==> config.mk <==
export PLATFORM = sky130hd
export DESIGN_NAME = id_issue_ctrl
export DESIGN_NICKNAME = d
export VERILOG_FILES = /design/src/rtl/id_issue_ctrl_pkg.sv /design/src/rtl/id_issue_ctrl_reg_scoreboard.sv /design/src/rtl/id_issue_ctrl.sv
export SDC_FILE = /design/constraint.sdc
export NUM_CORES = 1
export LEC_CHECK = 0
export ABC_CLOCK_PERIOD_IN_PS = 5200
export CAP_MARGIN = 20
export CORE_ASPECT_RATIO = 1.4
export CORE_MARGIN = 4
export CORE_UTILIZATION = 25
export DETAILED_ROUTE_END_ITERATION = 10
export DONT_BUFFER_PORTS = 1
export SLEW_MARGIN = 20
export SYNTH_ARGS = -nofsm -noshare
export SYNTH_HDL_FRONTEND = slang
export SYNTH_SLANG_ARGS = --single-unit
==> constraint.sdc <==
create_clock -name clk -period 5.2 [get_ports clk]
set_clock_uncertainty 0.2 [all_clocks]
set_input_delay 1.04 -clock clk [delete_from_list [all_inputs] [get_ports clk]]
set_output_delay 1.04 -clock clk [all_outputs]
set_load 0.01 [all_outputs]
==> src/rtl/id_issue_ctrl_pkg.sv <==
// -----------------------------------------------------------------------------
// id_issue_ctrl_pkg
//   Shared definitions for the decode-stage issue/hazard controller:
//   default widths and the drain FSM state encoding.
// -----------------------------------------------------------------------------
package id_issue_ctrl_pkg;

  // Register address width (2**REG_LOG architectural registers, r0 = zero).
  localparam int REG_LOG_DEF = 5;
  // Per-register in-flight write counter width.
  localparam int CNT_W_DEF   = 2;

  typedef enum logic [1:0] {
    S_RUN   = 2'd0,
    S_DRAIN = 2'd1,
    S_DONE  = 2'd2
  } drain_state_e;

endpackage

==> src/rtl/id_issue_ctrl_reg_scoreboard.sv <==
// -----------------------------------------------------------------------------
// reg_scoreboard
//   Per-register count of register-file writes that have issued but not yet
//   written back. r0 is never counted.
//
//   Optional feature macro: ID_BYPASS_EN
//     defined   : a register with exactly one pending write that is being
//                 written back this cycle is not reported as blocking
//                 (the RF supplies write-first reads).
//     undefined : any non-zero count blocks readers.
//
// Ports
//   clk, rst       clock, synchronous active-high reset
//   inc_en/inc_rd  count one more pending write to inc_rd
//   dec_en/dec_rd  writeback retires one pending write of dec_rd
//   blocking       per register: a reader must wait this cycle
//   full           per register: counter saturated
//   all_zero_next  every counter is zero after this edge's update
//   err            sticky: writeback seen for a register with count 0
// -----------------------------------------------------------------------------
module reg_scoreboard
  import id_issue_ctrl_pkg::*;
#(
  parameter int REG_LOG = REG_LOG_DEF,
  parameter int CNT_W   = CNT_W_DEF
) (
  input  logic                  clk,
  input  logic                  rst,
  input  logic                  inc_en,
  input  logic [REG_LOG-1:0]    inc_rd,
  input  logic                  dec_en,
  input  logic [REG_LOG-1:0]    dec_rd,
  output logic [2**REG_LOG-1:0] blocking,
  output logic [2**REG_LOG-1:0] full,
  output logic                  all_zero_next,
  output logic                  err
);

  localparam int               NREG    = 2**REG_LOG;
  localparam logic [CNT_W-1:0] CNT_MAX = '1;
  localparam logic [CNT_W-1:0] CNT_ONE = CNT_W'(1);

  logic [CNT_W-1:0] cnt_q [NREG];
  logic [CNT_W-1:0] cnt_d [NREG];
  logic [NREG-1:0]  inc_vec;
  logic [NREG-1:0]  dec_vec;
  logic             err_set;

  // One-hot increment/decrement requests. A decrement of an empty counter
  // is dropped (count stays 0) and flagged instead.
  // NOTE: every variable driven in always_comb gets a default first so no
  // path leaves it unassigned and a latch is never inferred.
  always_comb begin
    inc_vec = '0;
    dec_vec = '0;
    err_set = 1'b0;
    if (inc_en && inc_rd != '0) inc_vec[inc_rd] = 1'b1;
    if (dec_en && dec_rd != '0) begin
      if (cnt_q[dec_rd] != '0) dec_vec[dec_rd] = 1'b1;
      else                     err_set         = 1'b1;
    end
  end

  // Next counts; simultaneous inc and dec of the same register cancel.
  always_comb begin
    all_zero_next = 1'b1;
    for (int r = 0; r < NREG; r++) begin
      cnt_d[r] = cnt_q[r];
      if (inc_vec[r] && !dec_vec[r])      cnt_d[r] = cnt_q[r] + CNT_ONE;
      else if (dec_vec[r] && !inc_vec[r]) cnt_d[r] = cnt_q[r] - CNT_ONE;
      if (cnt_d[r] != '0) all_zero_next = 1'b0;
    end
  end

  always_comb begin
    for (int r = 0; r < NREG; r++) begin
      full[r]     = (cnt_q[r] == CNT_MAX);
      blocking[r] = (cnt_q[r] != '0);
`ifdef ID_BYPASS_EN
      // Last pending write lands this cycle: the RF forwards it.
      if (cnt_q[r] == CNT_ONE && dec_vec[r]) blocking[r] = 1'b0;
`endif
    end
  end

  // NOTE: the counter array is cleared by reset on purpose: pending-write
  // state left over from before reset would stall or mis-flag forever.
  // NOTE: state registers use non-blocking assignments so every flop samples
  // the pre-edge values regardless of statement order.
  always_ff @(posedge clk) begin
    if (rst) begin
      for (int r = 0; r < NREG; r++) cnt_q[r] <= '0;
      err <= 1'b0;
    end else begin
      for (int r = 0; r < NREG; r++) cnt_q[r] <= cnt_d[r];
      if (err_set) err <= 1'b1;
    end
  end

endmodule

==> src/rtl/id_issue_ctrl.sv <==
// -----------------------------------------------------------------------------
// id_issue_ctrl
//   Decode-stage issue/hazard controller. Decides in the same cycle whether
//   the instruction held in ID may issue to EX, stalls on RAW hazards and on
//   pending-write counter saturation, and drains the pipe on request.
//
//   Optional feature macro: ID_BYPASS_EN (see reg_scoreboard) -- a source
//   whose last pending write is written back this cycle does not stall.
//
// Ports
//   clk, rst     clock, synchronous active-high reset
//   id_valid     ID holds a decoded instruction
//   id_rs        {rs2, rs1, rs0} source addresses
//   id_ren       read enable per source (bit i <-> rs_i)
//   id_wen/id_rd instruction writes register id_rd
//   ex_ready     EX accepts an instruction this cycle
//   flush        kill the ID instruction this cycle
//   wb_valid/wb_rd  register-file writeback this cycle
//   drain_req    request an empty pipeline
//   issue        ID instruction accepted by EX this cycle
//   id_stall     hold IF/ID this cycle
//   drain_done   no pending writes; held while draining is complete
//   sb_err       sticky: writeback to a register with no pending write
// -----------------------------------------------------------------------------
module id_issue_ctrl
  import id_issue_ctrl_pkg::*;
#(
  parameter int REG_LOG = REG_LOG_DEF,
  parameter int CNT_W   = CNT_W_DEF
) (
  input  logic                 clk,
  input  logic                 rst,
  input  logic                 id_valid,
  input  logic [3*REG_LOG-1:0] id_rs,
  input  logic [2:0]           id_ren,
  input  logic                 id_wen,
  input  logic [REG_LOG-1:0]   id_rd,
  input  logic                 ex_ready,
  input  logic                 flush,
  input  logic                 wb_valid,
  input  logic [REG_LOG-1:0]   wb_rd,
  input  logic                 drain_req,
  output logic                 issue,
  output logic                 id_stall,
  output logic                 drain_done,
  output logic                 sb_err
);

  localparam int NREG = 2**REG_LOG;

  drain_state_e      state_q, state_d;
  logic [NREG-1:0]   blocking;
  logic [NREG-1:0]   full;
  logic              all_zero_next;
  logic              raw;
  logic              sat;

  reg_scoreboard #(
    .REG_LOG (REG_LOG),
    .CNT_W   (CNT_W)
  ) u_sb (
    .clk           (clk),
    .rst           (rst),
    .inc_en        (issue & id_wen),
    .inc_rd        (id_rd),
    .dec_en        (wb_valid),
    .dec_rd        (wb_rd),
    .blocking      (blocking),
    .full          (full),
    .all_zero_next (all_zero_next),
    .err           (sb_err)
  );

  // RAW: any enabled source with an outstanding write. r0 is never blocking.
  always_comb begin
    raw = 1'b0;
    for (int i = 0; i < 3; i++) begin
      if (id_ren[i] && blocking[id_rs[i*REG_LOG +: REG_LOG]]) raw = 1'b1;
    end
  end

  assign sat = id_wen && (id_rd != '0) && full[id_rd];

  assign issue = !rst && id_valid && !raw && !sat && ex_ready && !flush &&
                 (state_q == S_RUN) && !drain_req;

  // A flushed instruction is dead: neither issued nor held.
  assign id_stall   = !rst && id_valid && !issue && !flush;
  assign drain_done = !rst && (state_q == S_DONE);

  always_comb begin
    state_d = state_q;
    unique case (state_q)
      S_RUN:   if (drain_req) state_d = S_DRAIN;
      // Dropping the request abandons the drain; completion looks at the
      // counts as they will be after this edge's writeback.
      S_DRAIN: if (!drain_req)        state_d = S_RUN;
               else if (all_zero_next) state_d = S_DONE;
      S_DONE:  if (!drain_req) state_d = S_RUN;
      default: state_d = S_RUN;
    endcase
  end

  always_ff @(posedge clk) begin
    if (rst) state_q <= S_RUN;
    else     state_q <= state_d;
  end

endmodule

==> impl_metrics.tcl <==
set metrics [dict create \
    status "complete, no violations" \
    avgSynthCellArea_um2 7.567 \
    synth_seq_cells 67 \
    floorplan.die_area_um2 34460 \
    drc 0 \
    final_antenna_net_count 0 \
    nets 1137 \
    start_util_pct 25.49 \
    crit_type "reg2reg" \
    final_layout_size_suffix_gt1_share_pct 8.829 \
    critPathRequiredTime_ns 5.24 \
    final_common_cell "nor2_1" \
    grt_max_degree 70 \
    htreeDepth 3 \
    pwr-share-comb_pct 17.9 \
    crit_start "u_sb.cnt_q[29][0]$_SDFF_PP0_" \
    async_reset_ff_share_pct 0 \
    cts_tree "done" \
    rr_endpoint "state_q[0]$_SDFFE_PP0P_" \
    final_cell_area_um2 8693 \
    fin_tns_setup_ns 0 \
    io_pins 40 \
    cts_root_buf "clkbuf_16" \
    synth_area_um2 7878 \
    cp-start-kind "register" \
    syn_nets 1140 \
    arrival_ns 4.79 \
    cts_resized 0 \
    die_h_um 218.0 \
    io_buffers 0 \
    drv_cap 0 \
    period_needed_ns 4.743 \
    cts-buffers-inserted 9 \
    yosysWarnings 0 \
    final_cell_mix "nor2_1 (143), nand2_1 (76), inv_1 (70)" \
    p_int_uw 1014 \
    powerDensity_nw_per_um2 163.7 \
    ir_drop_mv 0.1568 \
    switching_share_pct 28.72 \
    synth_edf_count 0 \
    total_power_uw 1423 \
    first_global_vias 7927 \
    area_growth_pct 10.36 \
    dp_hpwl_um 26050 \
    tightest_slew_ns 0.8344 \
    coreArea_um2 30900 \
    leakagePower_uw 0.003255 \
    r2r-start "u_sb.cnt_q[29][0]$_SDFF_PP0_" \
    seqPwrFrac_pct 37.5 \
    grt_use_total_pct 18.69 \
    hold_viol 0 \
    postPlaceCellArea_um2 8398 \
    grt_pass1_wl_um 48550 \
    endpoint_kind "register" \
    drt-vias-per-instance 5.716 \
    post_drt_wl_per_cell_um 22.83 \
    num_rows 76 \
    min_from "u_sb.cnt_q[0][1]$_SDFF_PP0_" \
    whs_path_depth 2 \
    finalCritPeriodShare_pct 91.21 \
    reg2reg_depth 15 \
    post-route-util_pct 28.13 \
    rsz0062_at_grt "false" \
    drtPass1Iterations 6 \
    clk_pin_slew_ns 0.06 \
    die_x_um 158.0 \
    grt_antenna_before_repair 1 \
    clkLatencyLatePin_ns 0.36 \
    wl_um 32690 \
    synth_ff_type "dfxtp_1" \
    final.fill_count 3321 \
    fmax_mhz 210.8 \
    cts_setup_buffers 0 \
    setup_violations 0 \
    p_switching_uw 408.7 \
    cts_max_path_buffers 2 \
    grt-ovfl-total 0 \
    maxSlewViolCount 0 \
    power_frac_clock_pct 44.6 \
    min_path_type "reg2reg" \
    reg2reg_slack_ns 0.46 \
    synth_cells 1041 \
    gp_congestion 1.048 \
    drtIter0Drc 801 \
    critPathMaxFanout 15 \
    min_to "u_sb.cnt_q[0][1]$_SDFF_PP0_" \
    synthDistinctLibCells 86 \
    ctsHoldBuffers 0 \
    cts_sinks 67 \
    max-slew-margin-rel_pct 43.97 \
    yosysSeqAreaShare_pct 17.03 \
    dr_total_vias 8186 \
    antennaDiodeCount 0 \
]
## synthesized netlist by cell type, drive strengths merged (11+ instances only)
cell / n / share of area, %
or3: 11 / 0.87
nor3: 48 / 3.4
nor2b: 23 / 1.8
dfxtp: 67 / 17
nand2: 76 / 3.6
clkbuf: 26 / 1.2
a211o: 11 / 1.3
a22oi: 14 / 1.3
nand3: 58 / 3.7
o21ai: 18 / 1.1
a211oi: 13 / 1.4
nor2: 143 / 6.8
nor4: 11 / 0.95
mux4: 11 / 3.1
xnor2: 56 / 6.2
buf: 22 / 1.9
nand2b: 15 / 1.2
ha: 63 / 10
and3: 17 / 1.4
a21oi: 38 / 2.5
mux2i: 66 / 8.4
inv: 70 / 3.3
nand4: 26 / 2.1
## worst max-delay path by stage
| stage | end | slack, ns | cells after the start |
|---|---|---|---|
| after floorplan | id_stall | 0.65 | 10 |
| after detailed placement | state_q[0]$_SDFFE_PP0P_ | 0.30 | 10 |
| after global routing | state_q[0]$_SDFFE_PP0P_ | 0.26 | 13 |
| after global placement | state_q[0]$_SDFFE_PP0P_ | 0.28 | 12 |
| after CTS | state_q[0]$_SDFFE_PP0P_ | 0.54 | 14 |
| final | state_q[0]$_SDFFE_PP0P_ | 0.46 | 15 |
## registers in the layout, summed over array words and instances, names as in the netlist
name	count
state_q	2
u_sb.cnt_q	64
u_sb.err	1
## power by group through the flow
stage / Sequential [uW] / Combinational (uW) / Clock (uW)
2_1_floorplan: 541 / 197 / 0
4_1_cts: 533 / 247 / 646
6_report: 533 / 255 / 635
3_3_place_gp: 544 / 245 / 0
5_1_grt: 534 / 267 / 661
3_5_place_dp: 544 / 246 / 0
## layout make-up
type	count	area, um^2	share of cell area, %
Multi-Input combinational cell	856	6026	69.31
Sequential cell	67	1341	15.43
Tap cell	390	488.0	5.613
Timing Repair Buffer	34	280.3	3.224
Inverter	70	262.8	3.022
Clock buffer	13	260.3	2.994
Clock inverter	2	35.03	0.4030
## through the flow
stage	hold WS [ns]	setup slack (ns)	cells
after detailed placement	0.2499	0.2952	1417
after global placement	0.2427	0.2751	1417
final	0.2573	0.4569	1432
after floorplan	0.2344	0.6504	1041
after global routing	0.2853	0.2596	1432
after CTS	0.2581	0.5425	1432
## layer usage
metal	vias to the layer above	track usage, %	part of all wire (%)
li1	3738	-	-
met3	129	4.209	8.3
met1	3931	20.51	36
met2	386	31.73	48
met4	2	12.63	7.9
met5	-	0	0.061
## logic make-up (layout without fill, tap and decap cells)
family	Yosys count	count (layout)	synth area share, %
multiplexers	83	83	12.39
buffers and inverters	118	119	6.480
AND/OR/NAND/NOR	476	476	30.72
flip-flops	67	67	17.03
AO/OA/AOI/OAI	164	164	15.45
adder cells (fa/ha/maj)	71	71	11.04
XOR/XNOR	62	62	6.893
## worst max-delay path: stages, from the launching register on
cell,delay [ns]
dfxtp_1,0.38
inv_1,0.17
ha_1,0.32
mux2i_1,0.11
a22oi_1,0.21
o211ai_1,0.15
a211o_1,0.46
a2111oi_4,0.40
buf_12,0.21
nand4_1,0.23
and3_1,0.24
nor3_1,0.33
nand4_1,0.24
nor4_1,0.47
nand4_1,0.27
nor2b_1,0.20
Note: power is estimated with default switching activity, not from simulation.
